--- src/rtl/rect_stream_receiver.sv ---
// Ping-pong batch receiver for the rect copy DMA stream: collects 16-word batches
// per phase (LEFT..COLOR) into two banks and hands them to a consumer in order.
module rect_stream_receiver #(
  parameter int DATA_WIDTH  = 16,
  parameter int BATCH_WORDS = 16
) (
  input  logic                  clk,
  input  logic                  reset,
  input  logic                  frame_start,
  input  logic [DATA_WIDTH-1:0] din,
  input  logic                  din_valid,
  input  logic [3:0]            rd_idx,
  output logic [DATA_WIDTH-1:0] rd_data,
  output logic                  batch_ready,
  output logic [2:0]            batch_phase,
  output logic [1:0]            batch_index,
  input  logic                  batch_release,
  output logic                  frame_done,
  output logic                  overflow
);

  localparam logic [2:0] PH_IDLE   = 3'd0;
  localparam logic [2:0] PH_LEFT   = 3'd1;
  localparam logic [2:0] PH_RIGHT  = 3'd2;
  localparam logic [2:0] PH_TOP    = 3'd3;
  localparam logic [2:0] PH_BOTTOM = 3'd4;
  localparam logic [2:0] PH_COLOR  = 3'd5;
  localparam logic [3:0] WORD_LAST = 4'(BATCH_WORDS - 1);

  logic [2:0]            phase_r;
  logic [1:0]            batch_r;
  logic [3:0]            word_r;
  logic                  wr_bank_r;
  logic                  rd_bank_r;
  logic [1:0]            full_r;
  logic [1:0][2:0]       tag_phase_r;
  logic [1:0][1:0]       tag_index_r;
  logic                  overflow_r;
  logic                  frame_done_r;
  logic [DATA_WIDTH-1:0] rd_data_r;
  // Bank contents deliberately have no reset; only flags and counters are cleared.
  logic [DATA_WIDTH-1:0] mem_r [0:31];

  logic                  accept_s;
  logic                  drop_s;
  logic                  last_word_s;
  logic                  frame_end_s;
  logic                  release_s;
  logic [1:0]            full_next_s;
  logic [2:0]            phase_next_s;

  // Acceptance, drop, release and ping-pong flag decode for this cycle.
  always_comb begin
    accept_s     = 1'b0;
    drop_s       = 1'b0;
    last_word_s  = 1'b0;
    frame_end_s  = 1'b0;
    release_s    = batch_release && full_r[rd_bank_r];
    full_next_s  = full_r;
    phase_next_s = PH_IDLE;
    if (din_valid && (phase_r != PH_IDLE) && !frame_start) begin
      accept_s = !full_r[wr_bank_r];
      drop_s   = full_r[wr_bank_r];
    end else begin
      accept_s = 1'b0;
      drop_s   = 1'b0;
    end
    last_word_s = accept_s && (word_r == WORD_LAST);
    frame_end_s = last_word_s && (phase_r == PH_COLOR) && (batch_r == 2'd3);
    // Completion is applied after release so a batch landing in the freed bank wins.
    if (release_s) begin
      full_next_s[rd_bank_r] = 1'b0;
    end else begin
      full_next_s = full_next_s;
    end
    if (last_word_s) begin
      full_next_s[wr_bank_r] = 1'b1;
    end else begin
      full_next_s = full_next_s;
    end
    case (phase_r)
      PH_LEFT:   phase_next_s = PH_RIGHT;
      PH_RIGHT:  phase_next_s = PH_TOP;
      PH_TOP:    phase_next_s = PH_BOTTOM;
      PH_BOTTOM: phase_next_s = PH_COLOR;
      PH_COLOR:  phase_next_s = PH_IDLE;
      default:   phase_next_s = PH_IDLE;
    endcase
  end

  // Receiver counters, bank flags/tags and status flags.
  always_ff @(posedge clk) begin
    if (reset) begin
      phase_r      <= PH_IDLE;
      batch_r      <= 2'd0;
      word_r       <= 4'd0;
      wr_bank_r    <= 1'b0;
      rd_bank_r    <= 1'b0;
      full_r       <= 2'b00;
      tag_phase_r  <= '0;
      tag_index_r  <= '0;
      overflow_r   <= 1'b0;
      frame_done_r <= 1'b0;
    end else if (frame_start) begin
      phase_r      <= PH_LEFT;
      batch_r      <= 2'd0;
      word_r       <= 4'd0;
      wr_bank_r    <= 1'b0;
      rd_bank_r    <= 1'b0;
      full_r       <= 2'b00;
      overflow_r   <= 1'b0;
      frame_done_r <= 1'b0;
    end else begin
      frame_done_r <= frame_end_s;
      full_r       <= full_next_s;
      if (drop_s) begin
        overflow_r <= 1'b1;
      end
      if (release_s) begin
        rd_bank_r <= ~rd_bank_r;
      end
      if (accept_s) begin
        word_r <= word_r + 4'd1;
        if (last_word_s) begin
          tag_phase_r[wr_bank_r] <= phase_r;
          tag_index_r[wr_bank_r] <= batch_r;
          wr_bank_r              <= ~wr_bank_r;
          word_r                 <= 4'd0;
          if (batch_r == 2'd3) begin
            batch_r <= 2'd0;
            phase_r <= phase_next_s;
          end else begin
            batch_r <= batch_r + 2'd1;
          end
        end
      end
    end
  end

  // Bank write port.
  always_ff @(posedge clk) begin
    if (accept_s && !reset) begin
      mem_r[{wr_bank_r, word_r}] <= din;
    end
  end

  // Registered read port on the consumer-facing bank.
  always_ff @(posedge clk) begin
    if (reset) begin
      rd_data_r <= '0;
    end else begin
      rd_data_r <= mem_r[{rd_bank_r, rd_idx}];
    end
  end

  assign rd_data     = rd_data_r;
  assign batch_ready = full_r[rd_bank_r];
  assign batch_phase = full_r[rd_bank_r] ? tag_phase_r[rd_bank_r] : 3'd0;
  assign batch_index = full_r[rd_bank_r] ? tag_index_r[rd_bank_r] : 2'd0;
  assign frame_done  = frame_done_r;
  assign overflow    = overflow_r;

endmodule

--- config.mk ---
export PLATFORM = sky130hd
export DESIGN_NAME = rect_stream_receiver
export DESIGN_NICKNAME = d
export VERILOG_FILES = /design/src/rtl/rect_stream_receiver.sv
export SDC_FILE = /design/constraint.sdc
export NUM_CORES = 1
export LEC_CHECK = 0
export CORE_MARGIN = 5
export CORE_UTILIZATION = 52
export CTS_BUF_LIST = sky130_fd_sc_hd__clkbuf_16
export CTS_CLUSTER_SIZE = 30
export DETAILED_ROUTE_END_ITERATION = 12
export PLACE_DENSITY = 0.78
export SYNTH_ARGS = -nofsm -noshare
export SYNTH_HDL_FRONTEND = slang
export SYNTH_SLANG_ARGS = --single-unit
export TNS_END_PERCENT = 10
--- constraint.sdc ---
create_clock -name clk -period 2.6 [get_ports clk]
set_input_delay 0.26 -clock clk [delete_from_list [all_inputs] [get_ports clk]]
set_output_delay 0.26 -clock clk [all_outputs]
set_load 0.02 [all_outputs]
==> results.md, run 1 <==
- Max stage delay on crit path: 0.56 ns
- Cts bufs inserted: 52
- Clock transition at the registers of the reported paths: 0.06 ns
- VDD IR max: 0.000495 V
- Netlist cell types: 47
- Die X: 213 um
- Initial antenna violation count: 2
- MaxCap Viol Count: 0
- Maximum clock rate: roughly 0.41 GHz
- Top_reg_cell synth: edfxtp_1
- Critical path fanouts, max: 6
- Resized Gates After CTS: 0
- Setup Buffers After CTS: 0
- CTS root buffer: clkbuf_16
- Largest net degree at the start of global routing: between 40 and 50
- Fin crit share: 0.932
- Yosys warns: 0
- Setup CP Type: reg -> out
- Slowest-stage cell, CP: clkdlybuf4s50_1
- Drt drc: 0
- Power per cell area: 718 nW/um^2
- Global-route wire length before repair: 72800 um
- Class of the worst hold path: in -> reg
- Die area: 45400 um^2
- Initial DRC Count: 1350
- Layout area overhead: 14.9%
- Post-synth EDFFs: between 500 and 600
- Area contributors post-synth: edfxtp_1 72%, mux4_2 9.7%, dfxtp_1 3.8%
- IO Port Bufs: 48
- R2R depth: 5
- Element type at the critical path end: output port
- Hold Path Stages: 3
- Layout Skew: 0.0300 ns
- Worst EP arrival: ~2.2 ns
- Worst EP required: 2.34 ns
- Share of layout cells above drive strength 1: 0.214
- Routed WL: between 40000 and 50000 um
- Initial DRT Pass Iterations: 5
- Avg Vias per Cell: 6.21
- H-tree depth: 2
- Initial Util: 0.525
- Seq/Total Area, Yosys: 0.756
- Non-Filler Instances: 1742
- Die height: 213 um
- TritonCTS clock tree: done
- Post-synth top area share: 0.717
- Drt wl/cell: roughly 28 um
- Fin crit period: approximately 2.4 ns
- Worst Setup Start Kind: flop
- Post-DRT Antenna Nets: 0
- Final Hold Fails: 0
- Final Max Tran Viols: 0
- Async set-or-reset flop fraction in the synthesized netlist: 0
- Leak Pwr: 8.02 nW
- Syn Inst Count: 1043
- Ant diodes: 0
- Clock buffer depth: 3
- Core Rows: 74
- Core Util, Final: 0.603
- Crit-path cells: mux2i_1 > nor2_1 > clkdlybuf4s50_1
- DP HPWL: a little under 30000 um
- Hold-fix buffers at CTS: 0
- Vias in the first global route: 11100
- GR Overflow Total: 0
- Nets: 1200
- Unrepaired setup endpoints after global routing: false
- Mean post-synth cell area: 20.5 um^2
- Slew HR: 0.227
- Gpl congestion: 0.866
- Placed cell count: 1648
- DR vias: 10800
- Yosys reg bits: 553
- Outcome: complete, no violations
- # IOs: between 40 and 50
- Overall routing resource usage: 0.221
- Worst-margin pin slew: 1.16 ns
- Post-Syn Area: 21400 um^2
- Final setup violation count: 0
- Syn_nets: around 1100
- Num Clock Sinks: 553
- Area leader, netlist: edfxtp_1
- Worst-Skew Late Latency: 0.61 ns
- Core Footprint: 40800 um^2
-- critical path: cells and delay by family, from the launching register on --
family	cells	cell delay [ns]
DFF	1	0.43
buffers and inverters	1	0.56
muxes	1	0.48
and+or+nand+nor	1	0.10
-- cells in the mapped netlist, drive strengths merged, types with 4 or more instances --
cell / instances
buf: 42
a31oi: 17
mux2i: 74
nand4: 4
o2111ai: 4
o21ai: 28
dfxtp: 41
nand2: 18
a22oi: 17
clkbuf: 21
ha: 5
a221oi: 12
inv: 6
nand3: 11
nor2: 51
edfxtp: 512
a21oi: 20
mux4: 112
a221o: 16
-- layer usage --
layer / GRT usage / wire length (um)
met2: 0.354 / 24200
met4: 0.0834 / 1900
met3: 0.0505 / 4770
met5: 0 / 25
met1: 0.302 / 18200
-- state kept, by name, indices dropped and copies added, names as in the netlist --
signal       count
tag_index_r      4
wr_bank_r        1
word_r           4
batch_r          2
full_r           2
rd_bank_r        1
tag_phase_r      6
frame_done       1
rd_data         16
overflow         1
mem_r          512
phase_r          3
-- per-stage QoR --
step           worst slack, ns  hold WS (ns)  power, mW  cell area [um^2]  setup TNS (ns)
6_report                 0.178         0.286       17.7             24600               0
3_5_place_dp            -0.113         0.466       10.8             23100          -22.19
4_1_cts                  0.144         0.267       17.8             24600               0
5_1_grt                 0.0542         0.338       18.3             24600               0
3_3_place_gp           -0.0534         0.460       10.8             23100           -4.76
2_1_floorplan            0.249         0.359       10.4             21400               0
-- cell usage in the layout, fill, tap and decap left out, drive strengths merged, types with 20 or more instances in the layout --
| cell | count |
|---|---|
| edfxtp | 512 |
| mux4 | 112 |
| buf | 91 |
| mux2i | 74 |
| clkbuf | 53 |
| nor2 | 51 |
| clkdlybuf4s50 | 45 |
| dfxtp | 41 |
| o21ai | 28 |
| clkinv | 23 |
| inv | 22 |
| a21oi | 20 |
-- worst paths after layout --
path	from	endpoint	slack, ns
worst max-delay path	rd_bank_r	batch_index[0]	0.18
worst min-delay path	frame_start	phase_r[0]	0.29
worst max register to register	wr_bank_r	mem_r[2][0]	0.22
worst min register to register	tag_index_r[0]	tag_index_r[0]	0.48
-- final cells by class --
cell class	instances	area, um^2
clock buffer	53	1330
clock inverter	41	234
fill	2736	16200
inverter	6	22.5
multi-input combinational	421	4770
sequential	553	16200
tap	532	666
timing repair buffer	136	1410
-- logic make-up after synthesis --
logic type,share of synthesized area
buffers and inverters,0.0218
AO/OA/AOI/OAI,0.0365
AND/OR/NAND/NOR,0.0255
adder cells (fa/ha/maj),0.00292
flip-flops,0.756
multiplexers,0.156
XOR/XNOR,0.00123
-- power breakdown --
part / internal, mW / switching (mW)
registers: 9.73 / 0.00807
logic: 0.354 / 0.550
clock network: 3.87 / 3.17
total: 14.0 / 3.73
Power figures use the tool's default switching activity.
==> run 2, diff against run 1 <==
==> constraint.sdc (replaced) <==
create_clock -name clk -period 2.2 [get_ports clk]
set_input_delay 0.22 -clock clk [delete_from_list [all_inputs] [get_ports clk]]
set_output_delay 0.22 -clock clk [all_outputs]
set_load 0.05 [all_outputs]
==> run 2 against run 1 <==
Net effect: first-iteration DRC count rose by 0.96%; clock skew shrank 0.0041 ns; sequential share of layout area fell by 1.8 points; power grew 23%; core utilization increased by 1.7 points; register-to-register slack got worse by 0.09 ns; critical path type unchanged; cell count rose by 2.8%; combinational power grew 29%; clock power is 29% higher; die area unchanged; via count is 3.2% higher; critical path depth increased by 1.
==> results.md, run 2 (synthesis gave the netlist of run 1 again) <==
- Initial Util: 0.525
- Layout area overhead: 18.1%
- Crit-path cells: buf_4 > mux2i_4 > nor2_1 > buf_12
- Sink of the worst hold path: rd_bank_r
- Filler cell count: about 2700
- Final setup violation count: 0
- R2R depth: 7
- Gpl congestion: 0.945
- Final setup TNS: 0 ns
- Die X: 213 um
- Share of layout cells above drive strength 1: 0.251
- Non-Filler Instances: 1790
- Core Util, Final: 0.620
- Unrepaired setup endpoints after global routing: false
- Max stage delay on crit path: between 0.4 and 0.5 ns
- DR vias: 11200
- Cell-internal power: 17.2 mW
- Sw frac: 0.209
- Combinational fraction of design power: 0.054
- # IOs: 49
- Initial antenna violation count: 0
- Ant diodes: 0
- Fin crit period: ~2.1 ns
- Num Clock Sinks: 553
- DP HPWL: 31400 um
- Avg Vias per Cell: 6.24
- Core Rows: 74
- Clk pwr share: 0.418
- Slowest-stage cell, CP: dfxtp_2
- Fin crit share: 0.964
- Power per cell area: 861 nW/um^2
- Initial DRC Count: 1363
- TritonCTS clock tree: done
- Final Max Tran Viols: 0
- Worst Setup Start Kind: flop
- CTS root buffer: clkbuf_16
- Drt drc: 0
- MaxCap Viol Count: 0
- Sequential Power Share: 0.529
- Vias in the first global route: 11200
- Drt wl/cell: 27.9 um
- Die height: 213 um
- VDD IR max: between 0.0005 and 0.0006 V
- Leading cell types in the layout, fill and taps excluded: 512 x edfxtp_1, 104 x buf_4, 92 x mux4_2
- Die area: 45400 um^2
- Hold_sp: batch_release
- Commonest non-fill, non-tap cell in the layout: edfxtp_1
- Worst EP required: a little under 2 ns
- Clock transition at the registers of the reported paths: about 0.06 ns
- Slew HR: 0.241
- Switching pwr: 4.55 mW
- Post-DRT Antenna Nets: 0
- Class of the worst hold path: in -> reg
- H-tree depth: 2
- Element type at the critical path end: output port
- Hold Path Stages: 2
- CP delay by family, top: flip-flops
- Maximum clock rate: between 0.4 and 0.5 GHz
- GR Overflow Total: 0
- Final Instance Area: 25300 um^2
- Reg with most FFs: mem_r
- Max reg flops: between 500 and 600
- FF-to-FF End: mem_r[16][13]
- Final Hold Fails: 0
- Placed cell area: 23500 um^2
- Nets: 1245
- IO Port Bufs: 48
- Worst r2r src: wr_bank_r
- Setup slack, reg-to-reg: 0.13 ns
- Largest net degree at the start of global routing: 46
- WP buf/inv: 2
- Hold-fix buffers at CTS: 0
- Cts bufs inserted: 53
- Placed cell count: 1692
- Worst-Skew Late Latency: ~0.60 ns
- Critical path fanouts, max: 10
- Overall routing resource usage: 0.225
- Leak Pwr: 8.36 nW
- Clock buffer depth: 3
- Initial DRT Pass Iterations: 6
- Setup CP Type: reg -> out
- Worst-margin pin slew: 1.14 ns
- Worst EP arrival: 1.90 ns
- Outcome: complete, no violations
- Core Footprint: 40800 um^2
- Global-route wire length before repair: 74200 um
- Layout Skew: approximately 0.026 ns
- Routed WL: 49900 um
-- run 2: what timing repair did --
action	4_1_cts	5_1_grt
resized for setup	3	0
setup buffers	0	0
setup endpoints to repair	6	0
-- run 2: metrics by stage --
stage | hold slack [ns] | total power, mW | setup WS (ns)
CTS | 0.265 | 21.9 | 0.0727
detailed placement | 0.469 | 12.9 | -0.0705
global placement | 0.459 | 12.9 | -0.0649
finish | 0.299 | 21.8 | 0.0793
floorplan | 0.319 | 12.3 | -0.151
global route | 0.279 | 22.5 | 0.00110
-- run 2: layout make-up --
class,count,area (um^2),share of cell area
well taps,532,666,0.0263
clock inverters,44,407,0.0161
repair buffers,180,1880,0.0743
inverters,6,22.5,0.000890
multi-input cells,421,4780,0.189
flip-flops and latches,553,16200,0.640
clock buffers,54,1350,0.0534
-- run 2: worst register-to-register path: stages (launching register included) --
cell,delay [ns]
dfxtp_1,0.34
mux2_2,0.39
nor4_2,0.16
buf_4,0.17
nand2_1,0.10
buf_12,0.17
nor2_1,0.22
buf_4,0.24
-- run 2: power by group through the flow --
stage               Combinational (mW)  Clock (mW)  Sequential (mW)
floorplan                        0.524           0             11.8
global placement                  1.14           0             11.8
detailed placement                1.16           0             11.8
CTS                               1.17        9.22             11.5
global route                      1.22        9.73             11.5
finish                            1.17        9.10             11.5
-- run 2: routing by layer --
metal / vias to the layer above / track usage / routed length, um
li1: 4688 / - / -
met1: 5710 / 0.319 / 19100
met2: 679 / 0.357 / 24000
met3: 84 / 0.0513 / 5270
met4: 0 / 0.0689 / 1580
met5: - / 0 / 0
-- run 2: worst max path at each step --
stage / slack, ns / endpoint / start / cells after the start
floorplan: -0.15 / mem_r[28][0] / wr_bank_r / 4
global placement: -0.06 / rd_data[10] / rd_idx[3] / 5
detailed placement: -0.07 / mem_r[16][13] / frame_start / 8
CTS: 0.07 / rd_data[4] / rd_data[4] / 1
global route: 0.001 / batch_index[0] / rd_bank_r / 4
finish: 0.08 / batch_phase[1] / rd_bank_r / 4
